--- src/rtl/glyph_blit_engine_pkg.sv ---
// Shared geometry, widths and FSM encoding for the glyph blitter.
// The glyph ROM is 1 bit wide and holds GLYPHS*CELL_W*CELL_H bits.
package glyph_blit_engine_pkg;

  localparam int SCREEN_W = 640;
  localparam int SCREEN_H = 480;
  localparam int CELL_W   = 10;
  localparam int CELL_H   = 10;
  localparam int ADDR_W   = 19;
  localparam int COL_W    = 8;
  localparam int GLYPHS   = 128;
  localparam int ROW_STEP = SCREEN_W - CELL_W + 1;
  localparam int CELLS_X  = SCREEN_W / CELL_W;
  localparam int CELLS_Y  = SCREEN_H / CELL_H;
  localparam int GLYPH_W  = $clog2(GLYPHS);
  localparam int ROM_AW   = 14;

  typedef enum logic [1:0] {
    ST_IDLE  = 2'd0,
    ST_RUN   = 2'd1,
    ST_DRAIN = 2'd2,
    ST_DONE  = 2'd3
  } state_t;

  // glyph*100 as shift-add: 64 + 32 + 4.
  function automatic logic [ROM_AW-1:0] glyph_base(input logic [GLYPH_W-1:0] g);
    logic [ROM_AW-1:0] w;
    w = ROM_AW'(g);
    return (w << 6) + (w << 5) + (w << 2);
  endfunction

endpackage

--- src/rtl/glyph_blit_engine_cell_origin_calc.sv ---
// Combinational cell -> linear origin (y*6400 + x*10) plus range check.
// Shift-add only; no multiplier or divider.
module glyph_blit_engine_cell_origin_calc
  import glyph_blit_engine_pkg::*;
(
  input  logic [5:0]        i_cell_x,
  input  logic [5:0]        i_cell_y,
  output logic [ADDR_W-1:0] o_origin,
  output logic              o_range_ok
);

  logic [ADDR_W-1:0] w_x;
  logic [ADDR_W-1:0] w_y;

  assign w_x = ADDR_W'(i_cell_x);
  assign w_y = ADDR_W'(i_cell_y);

  // 6400 = 4096 + 2048 + 256, 10 = 8 + 2
  assign o_origin   = (w_y << 12) + (w_y << 11) + (w_y << 8) + (w_x << 3) + (w_x << 1);
  assign o_range_ok = (int'(i_cell_x) < CELLS_X) && (int'(i_cell_y) < CELLS_Y);

endmodule

--- src/rtl/glyph_blit_engine.sv ---
// Draws one 10x10 glyph as 100 linear frame-buffer writes, one ROM read per pixel.
// ROM output and the write stage stall together whenever a write is held by pix_ready.
module glyph_blit_engine
  import glyph_blit_engine_pkg::*;
(
  input  logic               clk,
  input  logic               reset,
  input  logic               start_valid,
  output logic               start_ready,
  input  logic [5:0]         cell_x,
  input  logic [5:0]         cell_y,
  input  logic [GLYPH_W-1:0] glyph,
  input  logic [COL_W-1:0]   fg_colour,
  input  logic [COL_W-1:0]   bg_colour,
  output logic               rom_en,
  output logic [ROM_AW-1:0]  rom_addr,
  input  logic               rom_data,
  output logic               pix_we,
  input  logic               pix_ready,
  output logic [ADDR_W-1:0]  pix_addr,
  output logic [COL_W-1:0]   pix_data,
  output logic               done,
  output logic               err
);

  state_t            r_state;
  state_t            w_state_nxt;
  logic [3:0]        r_col;
  logic [3:0]        r_row;
  logic [ADDR_W-1:0] r_addr;
  logic [ADDR_W-1:0] r_pix_addr;
  logic [ROM_AW-1:0] r_rom_addr;
  logic [COL_W-1:0]  r_fg;
  logic [COL_W-1:0]  r_bg;
  logic              r_pix_we;
  logic              r_err;

  logic              w_accept;
  logic              w_advance;
  logic              w_issue;
  logic              w_last_issue;
  logic              w_range_ok;
  logic [ADDR_W-1:0] w_origin;

  glyph_blit_engine_cell_origin_calc u_cell_origin_calc (
    .i_cell_x   (cell_x),
    .i_cell_y   (cell_y),
    .o_origin   (w_origin),
    .o_range_ok (w_range_ok)
  );

  assign w_accept     = start_valid && (r_state == ST_IDLE);
  assign w_advance    = !r_pix_we || pix_ready;
  assign w_issue      = (r_state == ST_RUN) && w_advance;
  assign w_last_issue = w_issue && (r_col == 4'(CELL_W - 1)) && (r_row == 4'(CELL_H - 1));

  always_ff @(posedge clk) begin
    if (reset) begin
      r_state <= ST_IDLE;
    end else begin
      r_state <= w_state_nxt;
    end
  end

  always_comb begin
    w_state_nxt = r_state;
    start_ready = 1'b0;
    rom_en      = 1'b0;
    done        = 1'b0;
    err         = 1'b0;
    case (r_state)
      ST_IDLE: begin
        start_ready = 1'b1;
        if (start_valid) begin
          w_state_nxt = w_range_ok ? ST_RUN : ST_DONE;
        end
      end
      ST_RUN: begin
        rom_en = w_advance;
        if (w_last_issue) begin
          w_state_nxt = ST_DRAIN;
        end
      end
      ST_DRAIN: begin
        if (w_advance) begin
          w_state_nxt = ST_DONE;
        end
      end
      ST_DONE: begin
        done        = 1'b1;
        err         = r_err;
        w_state_nxt = ST_IDLE;
      end
      default: w_state_nxt = ST_IDLE;
    endcase
  end

  always_ff @(posedge clk) begin
    if (reset) begin
      r_col      <= '0;
      r_row      <= '0;
      r_addr     <= '0;
      r_pix_addr <= '0;
      r_rom_addr <= '0;
      r_fg       <= '0;
      r_bg       <= '0;
      r_pix_we   <= 1'b0;
      r_err      <= 1'b0;
    end else begin
      if (w_accept) begin
        r_col      <= '0;
        r_row      <= '0;
        r_addr     <= w_origin;
        r_rom_addr <= glyph_base(glyph);
        r_fg       <= fg_colour;
        r_bg       <= bg_colour;
        r_err      <= !w_range_ok;
      end else if (w_issue) begin
        // End of a glyph row jumps to the first column of the next screen line.
        if (r_col == 4'(CELL_W - 1)) begin
          r_col  <= '0;
          r_row  <= r_row + 4'd1;
          r_addr <= r_addr + ADDR_W'(ROW_STEP);
        end else begin
          r_col  <= r_col + 4'd1;
          r_addr <= r_addr + ADDR_W'(1);
        end
        r_rom_addr <= r_rom_addr + ROM_AW'(1);
      end
      // Stage 1 tracks the pixel whose ROM bit is currently on rom_data.
      if (w_advance) begin
        r_pix_we   <= w_issue;
        r_pix_addr <= r_addr;
      end
    end
  end

  assign rom_addr = r_rom_addr;
  assign pix_we   = r_pix_we;
  assign pix_addr = r_pix_addr;
  assign pix_data = rom_data ? r_fg : r_bg;

endmodule

--- config.mk ---
export PLATFORM = sky130hd
export DESIGN_NAME = glyph_blit_engine
export DESIGN_NICKNAME = d
export VERILOG_FILES = /design/src/rtl/glyph_blit_engine_pkg.sv /design/src/rtl/glyph_blit_engine_cell_origin_calc.sv /design/src/rtl/glyph_blit_engine.sv
export SDC_FILE = /design/constraint.sdc
export NUM_CORES = 1
export LEC_CHECK = 0
export BUFFER_PORTS_ARGS = -buffer_cell sky130_fd_sc_hd__buf_2
export CORE_MARGIN = 2
export CORE_UTILIZATION = 50
export DETAILED_ROUTE_END_ITERATION = 8
export HOLD_SLACK_MARGIN = 0.12
export MAX_ROUTING_LAYER = met4
export PLACE_DENSITY = 0.72
export SLEW_MARGIN = 10
export SYNTH_ARGS = -nofsm -noshare
export SYNTH_HDL_FRONTEND = slang
export SYNTH_SLANG_ARGS = --single-unit
--- constraint.sdc ---
create_clock -name clk -period 5.9 [get_ports clk]
set_input_delay 0.59 -clock clk [delete_from_list [all_inputs] [get_ports clk]]
set_output_delay 0.59 -clock clk [all_outputs]
set_load 0.02 [all_outputs]
==> flow_summary.html, run 1 <==
<table>
<tr><th>Metric</th><th>Value</th></tr>
<tr><th colspan="2">Clocking</th></tr>
<tr><td>Post-CTS setup buffer count</td><td>0</td></tr>
<tr><td>Number of gates resized after CTS</td><td>0</td></tr>
<tr><td>Clock Sink Count</td><td>80</td></tr>
<tr><td>Maximum number of buffers from clock root to sink</td><td>2</td></tr>
<tr><td>Register clock-pin slew on the reported worst setup and hold paths</td><td>70 ps</td></tr>
<tr><td>CTS Buf Count</td><td>9</td></tr>
<tr><td>Worst-skew pair later-pin latency</td><td>350 ps</td></tr>
<tr><td>Hold buffer count at cts</td><td>0</td></tr>
<tr><td>H-tree Lvls</td><td>3</td></tr>
<tr><td>Root buffer cell</td><td>clkbuf_8</td></tr>
<tr><td>TritonCTS clock tree</td><td>done</td></tr>
<tr><th colspan="2">Floorplan</th></tr>
<tr><td>Horizontal die dimension</td><td>104 um</td></tr>
<tr><td>I/O pin total</td><td>86</td></tr>
<tr><td>Core ar.</td><td>9680 um2</td></tr>
<tr><td>Initial standard-cell utilization of the core</td><td>51.1%</td></tr>
<tr><td>Total number of placement rows</td><td>36</td></tr>
<tr><td>Die outline area</td><td>10700 um2</td></tr>
<tr><td>Die Height</td><td>104 um</td></tr>
<tr><th colspan="2">Yosys</th></tr>
<tr><td>Number of warnings printed during yosys synthesis</td><td>0</td></tr>
<tr><td>Synthesized instance count</td><td>587</td></tr>
<tr><td>Largest cells by area after synthesis</td><td>dfxtp_1, ha_1, nand2_1</td></tr>
<tr><td>FFs w/ async S/R, synth</td><td>0%</td></tr>
<tr><td>Top cells by count, synth</td><td>nand2_1, dfxtp_1, a21oi_1</td></tr>
<tr><td>Cell variety after synth</td><td>66</td></tr>
<tr><td>Average footprint of a synthesized cell</td><td>8.43 um2</td></tr>
<tr><td>Net Count, Synth</td><td>679</td></tr>
<tr><td>Commonest register cell after synthesis</td><td>dfxtp_1</td></tr>
<tr><td>Register area share after synthesis</td><td>32.3%</td></tr>
<tr><td>EDFF count, synth</td><td>0</td></tr>
<tr><td>Area share of the largest cell type after synthesis</td><td>32.3%</td></tr>
<tr><td>Yosys top cell by area</td><td>dfxtp_1</td></tr>
<tr><td>Library cell with the highest instance count after synthesis</td><td>nand2_1</td></tr>
<tr><td>Seq cells post-synth</td><td>80</td></tr>
<tr><td>Cell area after technology mapping</td><td>4950 um2</td></tr>
<tr><th colspan="2">Routing</th></tr>
<tr><td>Wirelength per Cell</td><td>14.6 um</td></tr>
<tr><td>Number of vias per cell</td><td>5.60</td></tr>
<tr><td>Final ANT Viol Nets</td><td>0</td></tr>
<tr><td>Detailed-route DRC error count</td><td>0</td></tr>
<tr><td>1st-iter DRT viols</td><td>217</td></tr>
<tr><td>DR pass1 iterations</td><td>5</td></tr>
<tr><td>Total via count in the routed design</td><td>4471</td></tr>
<tr><td>Total wire length after detailed routing</td><td>11700 um</td></tr>
<tr><th colspan="2">Final layout</th></tr>
<tr><td>Total inserted antenna cells</td><td>0</td></tr>
<tr><td>Layout cell share with drive strength beyond 1</td><td>19.5%</td></tr>
<tr><td>Finished Core Util</td><td>58.7%</td></tr>
<tr><td>Final Net Count</td><td>753</td></tr>
<tr><td>Layout Area Growth over Synthesis</td><td>14.8%</td></tr>
<tr><th colspan="2">STA</th></tr>
<tr><td>Max Fclk</td><td>343 MHz</td></tr>
<tr><td>Setup repair after global routing missed its margin</td><td>false</td></tr>
<tr><td>Max-slew violations</td><td>0</td></tr>
<tr><td>Remaining max-slew budget at the tightest pin</td><td>39.5%</td></tr>
<tr><td>Total negative setup slack</td><td>0 ps</td></tr>
<tr><td>Final period utilization</td><td>49.3%</td></tr>
<tr><td>Slew at the pin closest to its max-slew limit</td><td>907 ps</td></tr>
<tr><td>Number of failing hold endpoints at the final stage</td><td>0</td></tr>
<tr><td>Clock Skews</td><td>5.32 ps</td></tr>
<tr><td>Final critical-path setup slack</td><td>2990 ps</td></tr>
<tr><td>Shortest clock period the worst path allows after layout</td><td>2910 ps</td></tr>
<tr><td>Setup-failing EPs final</td><td>0</td></tr>
<tr><td>Worst hold slack across all endpoints</td><td>450 ps</td></tr>
<tr><th colspan="2">Global route</th></tr>
<tr><td>Maximum number of pins on one net before global-route repair</td><td>69</td></tr>
<tr><td>Total routing resource utilization after global routing</td><td>22.7%</td></tr>
<tr><td>Overflow left after global routing</td><td>0</td></tr>
<tr><td>Vias in the first global route</td><td>4218</td></tr>
<tr><td>First-pass GRT wire length</td><td>19800 um</td></tr>
<tr><td>Antenna violations before repair</td><td>0</td></tr>
<tr><th colspan="2">Power and ir drop</th></tr>
<tr><td>PwrDens</td><td>339 nW/um2</td></tr>
<tr><td>Leakage component of the power</td><td>0.00242 uW</td></tr>
<tr><td>Worst vdd ir</td><td>0.127 mV</td></tr>
<tr><th colspan="2">Worst setup path</th></tr>
<tr><td>CP Cell Sequence</td><td>inv_1 &gt; ha_1 &gt; nand2_2 &gt; clkinv_1 &gt; buf_2</td></tr>
<tr><td>Critical path's largest stage delay</td><td>490 ps</td></tr>
<tr><td>Critical path class</td><td>reg2out</td></tr>
<tr><td>Maximum fanout along the worst path</td><td>17</td></tr>
<tr><td>Required time worst endpoint</td><td>5310 ps</td></tr>
<tr><td>Bufs and invs on worst path</td><td>3</td></tr>
<tr><td>Data arrival time of the critical path</td><td>2320 ps</td></tr>
<tr><td>Crit. End Element</td><td>output port</td></tr>
<tr><td>Highest-delay cell along the critical path</td><td>clkinv_1</td></tr>
<tr><td>Cell family with most CP delay</td><td>buffers and inverters</td></tr>
<tr><td>Startpoint class of the critical path</td><td>flop</td></tr>
<tr><th colspan="2">Place</th></tr>
<tr><td>Final Wtd Congestion</td><td>0.875</td></tr>
<tr><td>PortBufs</td><td>85</td></tr>
<tr><td>Final HPWL DP</td><td>8520 um</td></tr>
<tr><td>Pre-CTS setup slack</td><td>2900 ps</td></tr>
<tr><th colspan="2">Job</th></tr>
<tr><td>Number of violations of the max-capacitance limit</td><td>0</td></tr>
<tr><th colspan="2">Status</th></tr>
<tr><td>Run status</td><td>completed</td></tr>
<tr><th colspan="2">Min path</th></tr>
<tr><td>HP Class</td><td>reg2reg</td></tr>
</table>
[layer usage]
metal  wire length (um)  global-route usage (%)  vias up
li1                   -                       -     2250
met1               5830                    30.6     2079
met2               5170                    35.3      123
met3                452                    2.39       19
met4                201                    9.07        0
met5                  0                       -        -
[cell type report]
type                    count  area (um2)
inverters                  17        63.8
well taps                 133         166
multi-input cells         463        3170
fillers                   921        4000
clock inverters             2        35.0
clock buffers              14         183
flip-flops and latches     80        1600
repair buffers             90         463
[worst reg2reg max path, stage by stage, from the launching register on]
cell,delay [ps]
dfxtp_1,410
and4bb_2,350
fa_1,430
a21o_1,220
a2111oi_2,700
nor3_1,140
xnor2_1,150
a2111oi_0,370
[sequential cells by signal (all words and copies together) (netlist names)]
name / cells
r_row: 4
r_state: 2
r_err: 1
pix_we: 1
r_fg: 8
r_addr: 19
rom_addr: 14
r_col: 4
r_bg: 8
pix_addr: 19
[path summary, 6_finish.rpt]
| check | slack (ps) | start | cells past startpoint | end |
|---|---|---|---|---|
| setup reg to reg | 3030 | r_col[2] | 7 | r_addr[10] |
| hold / removal | 450 | pix_addr[6] | 2 | pix_addr[6] |
| hold reg to reg | 450 | pix_addr[6] | 2 | pix_addr[6] |
| setup / recovery | 2990 | r_state[1] | 5 | rom_en |
[report_power, final]
part,switching (uW),total (uW),internal (uW)
sequential,115,774,660
clock,191,432,241
combinational,445,722,277
total,750,1930,1180
[cell usage in the layout, fill, tap and decap left out, types with 11 or more instances in the layout]
| cell | n |
|---|---|
| a21oi_1 | 64 |
| nor3_1 | 11 |
| dfxtp_1 | 80 |
| inv_1 | 16 |
| nand2_1 | 99 |
| clkbuf_8 | 13 |
| ha_1 | 44 |
| o21ai_0 | 12 |
| xor2_1 | 18 |
| a211oi_1 | 20 |
| buf_2 | 85 |
| xnor2_1 | 17 |
| nor2_1 | 35 |
[stage by stage]
stage / cell area, um2 / power [uW] / std cells
after floorplan: 4950 / 1290 / 587
after global placement: 5470 / 1480 / 783
after detailed placement: 5470 / 1500 / 783
after CTS: 5690 / 1940 / 799
after global routing: 5690 / 2060 / 799
final: 5690 / 1930 / 799
[logic make-up (layout without fill, tap and decap cells)]
family / Yosys count / in the layout / synth area share (%)
AND/OR/NAND/NOR: 214 / 214 / 20.9
flip-flops: 80 / 80 / 32.3
multiplexers: 13 / 13 / 2.86
XOR/XNOR: 35 / 35 / 6.19
AO/OA/AOI/OAI: 149 / 149 / 19.8
buffers and inverters: 44 / 123 / 3.56
adder cells (fa/ha/maj): 52 / 52 / 14.4
Power figures use the tool's default switching activity.
==> inputs of run 2 (changes only) <==
==> constraint.sdc (replaced) <==
create_clock -name clk -period 2.8 [get_ports clk]
set_input_delay 0.28 -clock clk [delete_from_list [all_inputs] [get_ports clk]]
set_output_delay 0.28 -clock clk [all_outputs]
set_load 0.02 [all_outputs]
==> flow_summary.html, run 2 (synthesis gave the netlist of run 1 again) <==
<table>
<tr><th>Metric</th><th>Value</th></tr>
<tr><th colspan="2">Status</th></tr>
<tr><td>Run status</td><td>completed</td></tr>
<tr><th colspan="2">Global route</th></tr>
<tr><td>Maximum number of pins on one net before global-route repair</td><td>42 (-39%)</td></tr>
<tr><td>First-pass GRT wire length</td><td>20600 um (+4.2%)</td></tr>
<tr><td>Antenna violations before repair</td><td>0 (unchanged)</td></tr>
<tr><td>Overflow left after global routing</td><td>0 (unchanged)</td></tr>
<tr><td>Total routing resource utilization after global routing</td><td>23.5% (+0.78 points)</td></tr>
<tr><td>Vias in the first global route</td><td>4216 (-0.047%)</td></tr>
<tr><th colspan="2">Worst setup path</th></tr>
<tr><td>Critical path's largest stage delay</td><td>460 ps (-30 ps)</td></tr>
<tr><td>Cell family with most CP delay</td><td>compound AO/OA/AOI/OAI gates</td></tr>
<tr><td>Worst flop-to-flop path endpoint</td><td>r_addr[10]</td></tr>
<tr><td>Register-to-Register Path Depth</td><td>7 (unchanged)</td></tr>
<tr><td>Startpoint class of the critical path</td><td>flop</td></tr>
<tr><td>Reg2reg start</td><td>r_col[2]</td></tr>
<tr><td>Highest-delay cell along the critical path</td><td>a2111oi_2</td></tr>
<tr><td>Maximum fanout along the worst path</td><td>9 (-8)</td></tr>
<tr><td>Required time worst endpoint</td><td>3030 ps (-2280 ps)</td></tr>
<tr><td>Data arrival time of the critical path</td><td>2800 ps (+480 ps)</td></tr>
<tr><td>Bufs and invs on worst path</td><td>0 (-3)</td></tr>
<tr><td>Setup slack on the worst flop-to-flop path</td><td>230 ps (-2800 ps)</td></tr>
<tr><td>Crit. End Element</td><td>flop</td></tr>
<tr><td>CP Cell Sequence</td><td>and4bb_4 &gt; ha_1 &gt; a21o_1 &gt; a2111oi_2 &gt; nor3_1 &gt; xnor2_1 &gt; a2111oi_0</td></tr>
<tr><td>Critical path class</td><td>reg2reg</td></tr>
<tr><th colspan="2">Routing</th></tr>
<tr><td>Total via count in the routed design</td><td>4482 (+0.25%)</td></tr>
<tr><td>1st-iter DRT viols</td><td>287 (+32%)</td></tr>
<tr><td>Number of vias per cell</td><td>5.55 (-0.75%)</td></tr>
<tr><td>DR pass1 iterations</td><td>5 (unchanged)</td></tr>
<tr><td>Wirelength per Cell</td><td>14.8 um (+1.6%)</td></tr>
<tr><td>Total wire length after detailed routing</td><td>12000 um (+2.6%)</td></tr>
<tr><td>Detailed-route DRC error count</td><td>0 (unchanged)</td></tr>
<tr><td>Final ANT Viol Nets</td><td>0 (unchanged)</td></tr>
<tr><th colspan="2">Final layout</th></tr>
<tr><td>Layout Area Growth over Synthesis</td><td>15.6%</td></tr>
<tr><td>Layout cell share with drive strength beyond 1</td><td>20.5% (+0.96 points)</td></tr>
<tr><td>Finished Core Util</td><td>59.1% (+0.41 points)</td></tr>
<tr><td>Commonest cells after routing, fill and taps aside</td><td>nand2_1, buf_2, dfxtp_1</td></tr>
<tr><td>Area of all placed cells without fillers</td><td>5730 um2 (+0.70%)</td></tr>
<tr><td>Most common cell after layout, fill and taps aside</td><td>nand2_1</td></tr>
<tr><td>Total inserted antenna cells</td><td>0 (unchanged)</td></tr>
<tr><td>Final Net Count</td><td>762 (+1.2%)</td></tr>
<tr><th colspan="2">Clocking</th></tr>
<tr><td>Root buffer cell</td><td>clkbuf_8</td></tr>
<tr><td>Register clock-pin slew on the reported worst setup and hold paths</td><td>80 ps (about the same)</td></tr>
<tr><td>Maximum number of buffers from clock root to sink</td><td>2 (unchanged)</td></tr>
<tr><td>CTS Buf Count</td><td>9 (unchanged)</td></tr>
<tr><td>H-tree Lvls</td><td>3 (unchanged)</td></tr>
<tr><td>Hold buffer count at cts</td><td>0 (unchanged)</td></tr>
<tr><td>TritonCTS clock tree</td><td>done</td></tr>
<tr><td>Clock Sink Count</td><td>80 (unchanged)</td></tr>
<tr><td>Worst-skew pair later-pin latency</td><td>350 ps (about the same)</td></tr>
<tr><td>Post-CTS setup buffer count</td><td>0 (unchanged)</td></tr>
<tr><th colspan="2">Floorplan</th></tr>
<tr><td>I/O pin total</td><td>86 (unchanged)</td></tr>
<tr><td>Die Height</td><td>104 um (unchanged)</td></tr>
<tr><td>Initial standard-cell utilization of the core</td><td>51.1% (unchanged)</td></tr>
<tr><td>Die outline area</td><td>10700 um2 (unchanged)</td></tr>
<tr><td>Total number of placement rows</td><td>36 (unchanged)</td></tr>
<tr><td>Core ar.</td><td>9680 um2 (unchanged)</td></tr>
<tr><td>Horizontal die dimension</td><td>104 um (unchanged)</td></tr>
<tr><th colspan="2">STA</th></tr>
<tr><td>Total negative setup slack</td><td>0 ps (unchanged)</td></tr>
<tr><td>Shortest clock period the worst path allows after layout</td><td>2570 ps</td></tr>
<tr><td>Remaining max-slew budget at the tightest pin</td><td>66.4% (+27 points)</td></tr>
<tr><td>Clock Skews</td><td>7.86 ps (+2.54 ps)</td></tr>
<tr><td>Slew at the pin closest to its max-slew limit</td><td>504 ps (-403 ps)</td></tr>
<tr><td>Setup-failing EPs final</td><td>0 (unchanged)</td></tr>
<tr><td>Final period utilization</td><td>91.8%</td></tr>
<tr><td>Final critical-path setup slack</td><td>230 ps (-2760 ps)</td></tr>
<tr><td>Number of failing hold endpoints at the final stage</td><td>0 (unchanged)</td></tr>
<tr><td>Setup repair after global routing missed its margin</td><td>false</td></tr>
<tr><td>Max Fclk</td><td>389 MHz</td></tr>
<tr><td>Max-slew violations</td><td>0 (unchanged)</td></tr>
<tr><th colspan="2">Min path</th></tr>
<tr><td>Cell depth of the worst min-delay path</td><td>3 (+1)</td></tr>
<tr><td>HP Class</td><td>in2reg</td></tr>
<tr><td>Critical hold path startpoint</td><td>fg_colour[2]</td></tr>
<tr><td>Hold Path End</td><td>r_fg[2]</td></tr>
<tr><th colspan="2">Place</th></tr>
<tr><td>Final HPWL DP</td><td>9010 um (+5.8%)</td></tr>
<tr><td>PortBufs</td><td>85 (unchanged)</td></tr>
<tr><td>Cell area after placement</td><td>5540 um2 (+1.2%)</td></tr>
<tr><td>Final Wtd Congestion</td><td>0.938 (+7.2%)</td></tr>
<tr><td>Pre-CTS setup slack</td><td>207 ps (-2700 ps)</td></tr>
<tr><th colspan="2">Power and ir drop</th></tr>
<tr><td>PwrDens</td><td>706 nW/um2 (+110%)</td></tr>
<tr><td>Leakage component of the power</td><td>0.00245 uW (+1.2%)</td></tr>
<tr><td>Worst vdd ir</td><td>0.242 mV (+90%)</td></tr>
<tr><th colspan="2">Job</th></tr>
<tr><td>Number of violations of the max-capacitance limit</td><td>0 (unchanged)</td></tr>
</table>
==> run 2: cell types whose count changed in the layout (fill, tap and decap cells not counted), sizes merged <==
cell    before  now
buf         90   99
clkbuf      14   11
clkinv       2    4
==> run 2: power breakdown <==
part,total [uW],internal [uW],leakage (uW),switching (uW)
clock network,830,428,0.0000989,402
registers,1640,1390,0.000655,248
logic,1570,618,0.00169,955
==> run 2: timing repair <==
item	CTS	global route
resized for setup	0	1
endpoints found under the hold margin	0	0
setup endpoints to repair	0	1
==> run 2: how the worst max path moves through the flow <==
stage,startpoint,to,slack (ps),depth (start not counted)
after global placement,cell_x[1],r_addr[10],330,9
after detailed placement,r_col[1],r_addr[10],210,7
after floorplan,r_col[2],r_addr[10],270,7
after CTS,r_col[1],r_addr[10],180,7
final,r_col[2],r_addr[10],230,7
after global routing,r_col[2],r_addr[10],40,7
==> run 2: metal layers <==
metal  vias to the layer above  global-route usage [%]  wire length, um
met3                        10                    4.59              614
met4                         0                    6.18              118
met5                         -                       -                0
met2                       137                    34.6             5340
li1                       2262                       -                -
met1                      2073                    33.2             5890
==> run 2: per-stage QoR <==
stage	total power (uW)	std cells	hold WS, ps
global placement	3180	792	436
CTS	4050	807	147
finish	4040	807	166
global route	4320	807	145
detailed placement	3220	792	444
floorplan	2720	587	416
==> run 2: worst reg2reg max path: cells and delay by family (launching register included) <==
kind / cells / cell delay [ps]
fa+ha+maj: 1 / 310
simple gates: 2 / 540
flops: 1 / 350
xor+xnor: 1 / 140
compound gates: 3 / 1110
==> run 2: area by class of cell <==
class	count	area [um2]
clock inverters	4	45.0
well taps	133	166
clock buffers	11	141
fillers	908	3960
multi-input cells	463	3180
flip-flops and latches	80	1600
inverters	17	63.8
repair buffers	99	531
==> inputs of run 3 (changes only) <==
--- a/config.mk
+++ b/config.mk
@@ -9,6 +9,7 @@
 export CORE_MARGIN = 2
 export CORE_UTILIZATION = 50
 export DETAILED_ROUTE_END_ITERATION = 8
+export GPL_TIMING_DRIVEN = 0
 export HOLD_SLACK_MARGIN = 0.12
 export MAX_ROUTING_LAYER = met4
 export PLACE_DENSITY = 0.72
==> constraint.sdc (replaced) <==
create_clock -name clk -period 2.8 [get_ports clk]
set_input_delay 0.42 -clock clk [delete_from_list [all_inputs] [get_ports clk]]
set_output_delay 0.42 -clock clk [all_outputs]
set_load 0.02 [all_outputs]
==> flow_summary.html, run 3 (synthesis gave the netlist of run 1 again) <==
<table>
<tr><th>Metric</th><th>Value</th></tr>
<tr><th colspan="2">Global route</th></tr>
<tr><td>Overflow left after global routing</td><td>0 (unchanged)</td></tr>
<tr><td>Antenna violations before repair</td><td>0 (unchanged)</td></tr>
<tr><td>Total routing resource utilization after global routing</td><td>24.6% (+1.1 points)</td></tr>
<tr><td>Maximum number of pins on one net before global-route repair</td><td>14 (-67%)</td></tr>
<tr><td>First-pass GRT wire length</td><td>21100 um (+2.1%)</td></tr>
<tr><td>Vias in the first global route</td><td>4337 (+2.9%)</td></tr>
<tr><th colspan="2">Clocking</th></tr>
<tr><td>Maximum number of buffers from clock root to sink</td><td>2 (unchanged)</td></tr>
<tr><td>Root buffer cell</td><td>clkbuf_8</td></tr>
<tr><td>TritonCTS clock tree</td><td>done</td></tr>
<tr><td>H-tree Lvls</td><td>3 (unchanged)</td></tr>
<tr><td>Register clock-pin slew on the reported worst setup and hold paths</td><td>80 ps (about the same)</td></tr>
<tr><td>Worst-skew pair later-pin latency</td><td>360 ps (about the same)</td></tr>
<tr><td>CTS Buf Count</td><td>9 (unchanged)</td></tr>
<tr><td>Clock Sink Count</td><td>80 (unchanged)</td></tr>
<tr><th colspan="2">Routing</th></tr>
<tr><td>Wirelength per Cell</td><td>15.4 um (+3.8%)</td></tr>
<tr><td>Total via count in the routed design</td><td>4574 (+2.1%)</td></tr>
<tr><td>Detailed-route DRC error count</td><td>0 (unchanged)</td></tr>
<tr><td>1st-iter DRT viols</td><td>314 (+9.4%)</td></tr>
<tr><td>DR pass1 iterations</td><td>5 (unchanged)</td></tr>
<tr><td>Final ANT Viol Nets</td><td>0 (unchanged)</td></tr>
<tr><td>Total wire length after detailed routing</td><td>12600 um (+5.6%)</td></tr>
<tr><td>Number of vias per cell</td><td>5.57 (+0.31%)</td></tr>
<tr><th colspan="2">Worst setup path</th></tr>
<tr><td>Highest-delay cell along the critical path</td><td>dfxtp_1</td></tr>
<tr><td>Maximum fanout along the worst path</td><td>10 (+1)</td></tr>
<tr><td>Register-to-Register Path Depth</td><td>7 (unchanged)</td></tr>
<tr><td>Critical path class</td><td>reg2out</td></tr>
<tr><td>Data arrival time of the critical path</td><td>2180 ps (-620 ps)</td></tr>
<tr><td>Crit. End Element</td><td>output port</td></tr>
<tr><td>Worst flop-to-flop path endpoint</td><td>r_addr[15]</td></tr>
<tr><td>Startpoint class of the critical path</td><td>flop</td></tr>
<tr><td>CP Cell Sequence</td><td>inv_1 &gt; ha_1 &gt; buf_6 &gt; nand2_2 &gt; clkinv_1 &gt; clkbuf_2 &gt; buf_2</td></tr>
<tr><td>Bufs and invs on worst path</td><td>5 (+5)</td></tr>
<tr><td>Critical Path Stages</td><td>7 (unchanged)</td></tr>
<tr><td>Cell family with most CP delay</td><td>buffers and inverters</td></tr>
<tr><td>Setup slack on the worst flop-to-flop path</td><td>230 ps (about the same)</td></tr>
<tr><td>Critical path's largest stage delay</td><td>370 ps (-90 ps)</td></tr>
<tr><td>Reg2reg start</td><td>r_col[2]</td></tr>
<tr><td>CP startpoint</td><td>r_state[1]</td></tr>
<tr><td>Required time worst endpoint</td><td>2380 ps (-650 ps)</td></tr>
<tr><th colspan="2">Min path</th></tr>
<tr><td>Hold Path End</td><td>r_fg[0]</td></tr>
<tr><td>HP Class</td><td>in2reg</td></tr>
<tr><td>Critical hold path startpoint</td><td>fg_colour[0]</td></tr>
<tr><td>Cell depth of the worst min-delay path</td><td>3 (unchanged)</td></tr>
<tr><th colspan="2">Final layout</th></tr>
<tr><td>Area of all placed cells without fillers</td><td>5840 um2 (+1.9%)</td></tr>
<tr><td>Total inserted antenna cells</td><td>0 (unchanged)</td></tr>
<tr><td>Layout Area Growth over Synthesis</td><td>17.9%</td></tr>
<tr><td>Layout cell share with drive strength beyond 1</td><td>18.8% (-1.7 points)</td></tr>
<tr><td>Most common cell after layout, fill and taps aside</td><td>nand2_1</td></tr>
<tr><td>Commonest cells after routing, fill and taps aside</td><td>nand2_1, buf_2, dfxtp_1</td></tr>
<tr><td>Multi-input gate area in the final layout</td><td>3190 um2 (+0.51%)</td></tr>
<tr><td>Final Net Count</td><td>775 (+1.7%)</td></tr>
<tr><td>Sequential cell area</td><td>1600 um2 (unchanged)</td></tr>
<tr><td>Finished Core Util</td><td>60.3% (+1.1 points)</td></tr>
<tr><td>Filler cell count in the final layout</td><td>887 (-2.3%)</td></tr>
<tr><th colspan="2">STA</th></tr>
<tr><td>Clock Skews</td><td>11.1 ps (+3.28 ps)</td></tr>
<tr><td>Setup repair after global routing missed its margin</td><td>false</td></tr>
<tr><td>Max-slew violations</td><td>0 (unchanged)</td></tr>
<tr><td>Remaining max-slew budget at the tightest pin</td><td>35.2% (-31 points)</td></tr>
<tr><td>Slew at the pin closest to its max-slew limit</td><td>959 ps (+454 ps)</td></tr>
<tr><td>Total negative setup slack</td><td>0 ps (unchanged)</td></tr>
<tr><td>Worst hold slack across all endpoints</td><td>288 ps (+122 ps)</td></tr>
<tr><td>Final critical-path setup slack</td><td>204 ps (-26.0 ps)</td></tr>
<tr><td>Final period utilization</td><td>92.7% (+0.93 points)</td></tr>
<tr><td>Number of failing hold endpoints at the final stage</td><td>0 (unchanged)</td></tr>
<tr><td>Setup-failing EPs final</td><td>0 (unchanged)</td></tr>
<tr><td>Shortest clock period the worst path allows after layout</td><td>2600 ps (+26.0 ps)</td></tr>
<tr><td>Max Fclk</td><td>385 MHz (-1.0%)</td></tr>
<tr><th colspan="2">Place</th></tr>
<tr><td>Final Wtd Congestion</td><td>0.919 (-1.9%)</td></tr>
<tr><td>PortBufs</td><td>84 (-1.2%)</td></tr>
<tr><td>Final HPWL DP</td><td>9680 um (+7.4%)</td></tr>
<tr><td>Cell area after placement</td><td>5540 um2 (about the same)</td></tr>
<tr><td>Pre-CTS setup slack</td><td>-105 ps (-312 ps)</td></tr>
<tr><th colspan="2">Power and ir drop</th></tr>
<tr><td>PwrDens</td><td>746 nW/um2 (+5.8%)</td></tr>
<tr><td>Worst vdd ir</td><td>0.254 mV (+5.1%)</td></tr>
<tr><td>Leakage component of the power</td><td>0.00246 uW (+0.52%)</td></tr>
<tr><th colspan="2">Status</th></tr>
<tr><td>Run status</td><td>completed</td></tr>
<tr><th colspan="2">Floorplan</th></tr>
<tr><td>Initial standard-cell utilization of the core</td><td>51.1% (unchanged)</td></tr>
<tr><td>Total number of placement rows</td><td>36 (unchanged)</td></tr>
<tr><td>Horizontal die dimension</td><td>104 um (unchanged)</td></tr>
<tr><td>Die Height</td><td>104 um (unchanged)</td></tr>
<tr><td>Die outline area</td><td>10700 um2 (unchanged)</td></tr>
<tr><td>Core ar.</td><td>9680 um2 (unchanged)</td></tr>
<tr><td>I/O pin total</td><td>86 (unchanged)</td></tr>
<tr><th colspan="2">Job</th></tr>
<tr><td>Number of violations of the max-capacitance limit</td><td>0 (unchanged)</td></tr>
</table>
## run 3: changes by cell type in the layout (fill, tap and decap cells not counted), moves of 3 or more
cell       previous run  this run
buf_1                 0         4
buf_4                14         2
bufinv_16             1         4
clkbuf_1              1        21
clkinv_2              3         0
## run 3: what timing repair did
action | 4_1_cts | 5_1_grt
hold buffers | 0 | 0
gates resized for setup | 1 | 3
buffers inserted | 0 | 1
endpoints found under the setup margin | 1 | 2
pin swaps | 0 | 1
## run 3: metal layers
layer  vias to the layer above  GRT usage (%)  part of all wire (%)
li1                       2287              -                     -
met1                      2096           33.1                    48
met2                       169           38.5                    45
met3                        22           3.71                   5.5
met4                         0           7.63                   1.5
met5                         -              -                     0
## run 3: power by group
| group | internal, uW | switching (uW) | leakage [uW] | total (uW) |
|---|---|---|---|---|
| combinational | 604 | 986 | 0.00168 | 1590 |
| clock | 707 | 424 | 0.000130 | 1130 |
| sequential | 1390 | 245 | 0.000655 | 1630 |
| total | 2700 | 1650 | 0.00246 | 4360 |
## run 3: how the worst max path moves through the flow
| stage | endpoint |
|---|---|
| floorplan | r_addr[10] |
| detailed placement | r_addr[15] |
| global route | r_addr[10] |
| CTS | r_addr[10] |
| finish | rom_en |
| global placement | r_addr[15] |
## run 3: metrics by stage
step	std cells	total power, uW
after floorplan	587	2720
after global routing	821	4620
after CTS	820	4360
final	821	4360
after detailed placement	804	3220
after global placement	804	3180
## run 3: layout make-up
type	instances	share of cell area [%]
Tap cell	133	2.85
Multi-Input combinational cell	463	54.7
Timing Repair Buffer	85	7.33
Clock buffer	11	2.42
Buffer	27	1.95
Inverter	17	1.09
Sequential cell	80	27.4
Clock inverter	5	2.19
## run 3: tightest hold or removal path, delay by kind of cell
family / cells / cell delay, ps
AO/OA/AOI/OAI: 1 / 50
AND/OR/NAND/NOR: 1 / 40
buffers and inverters: 1 / 90
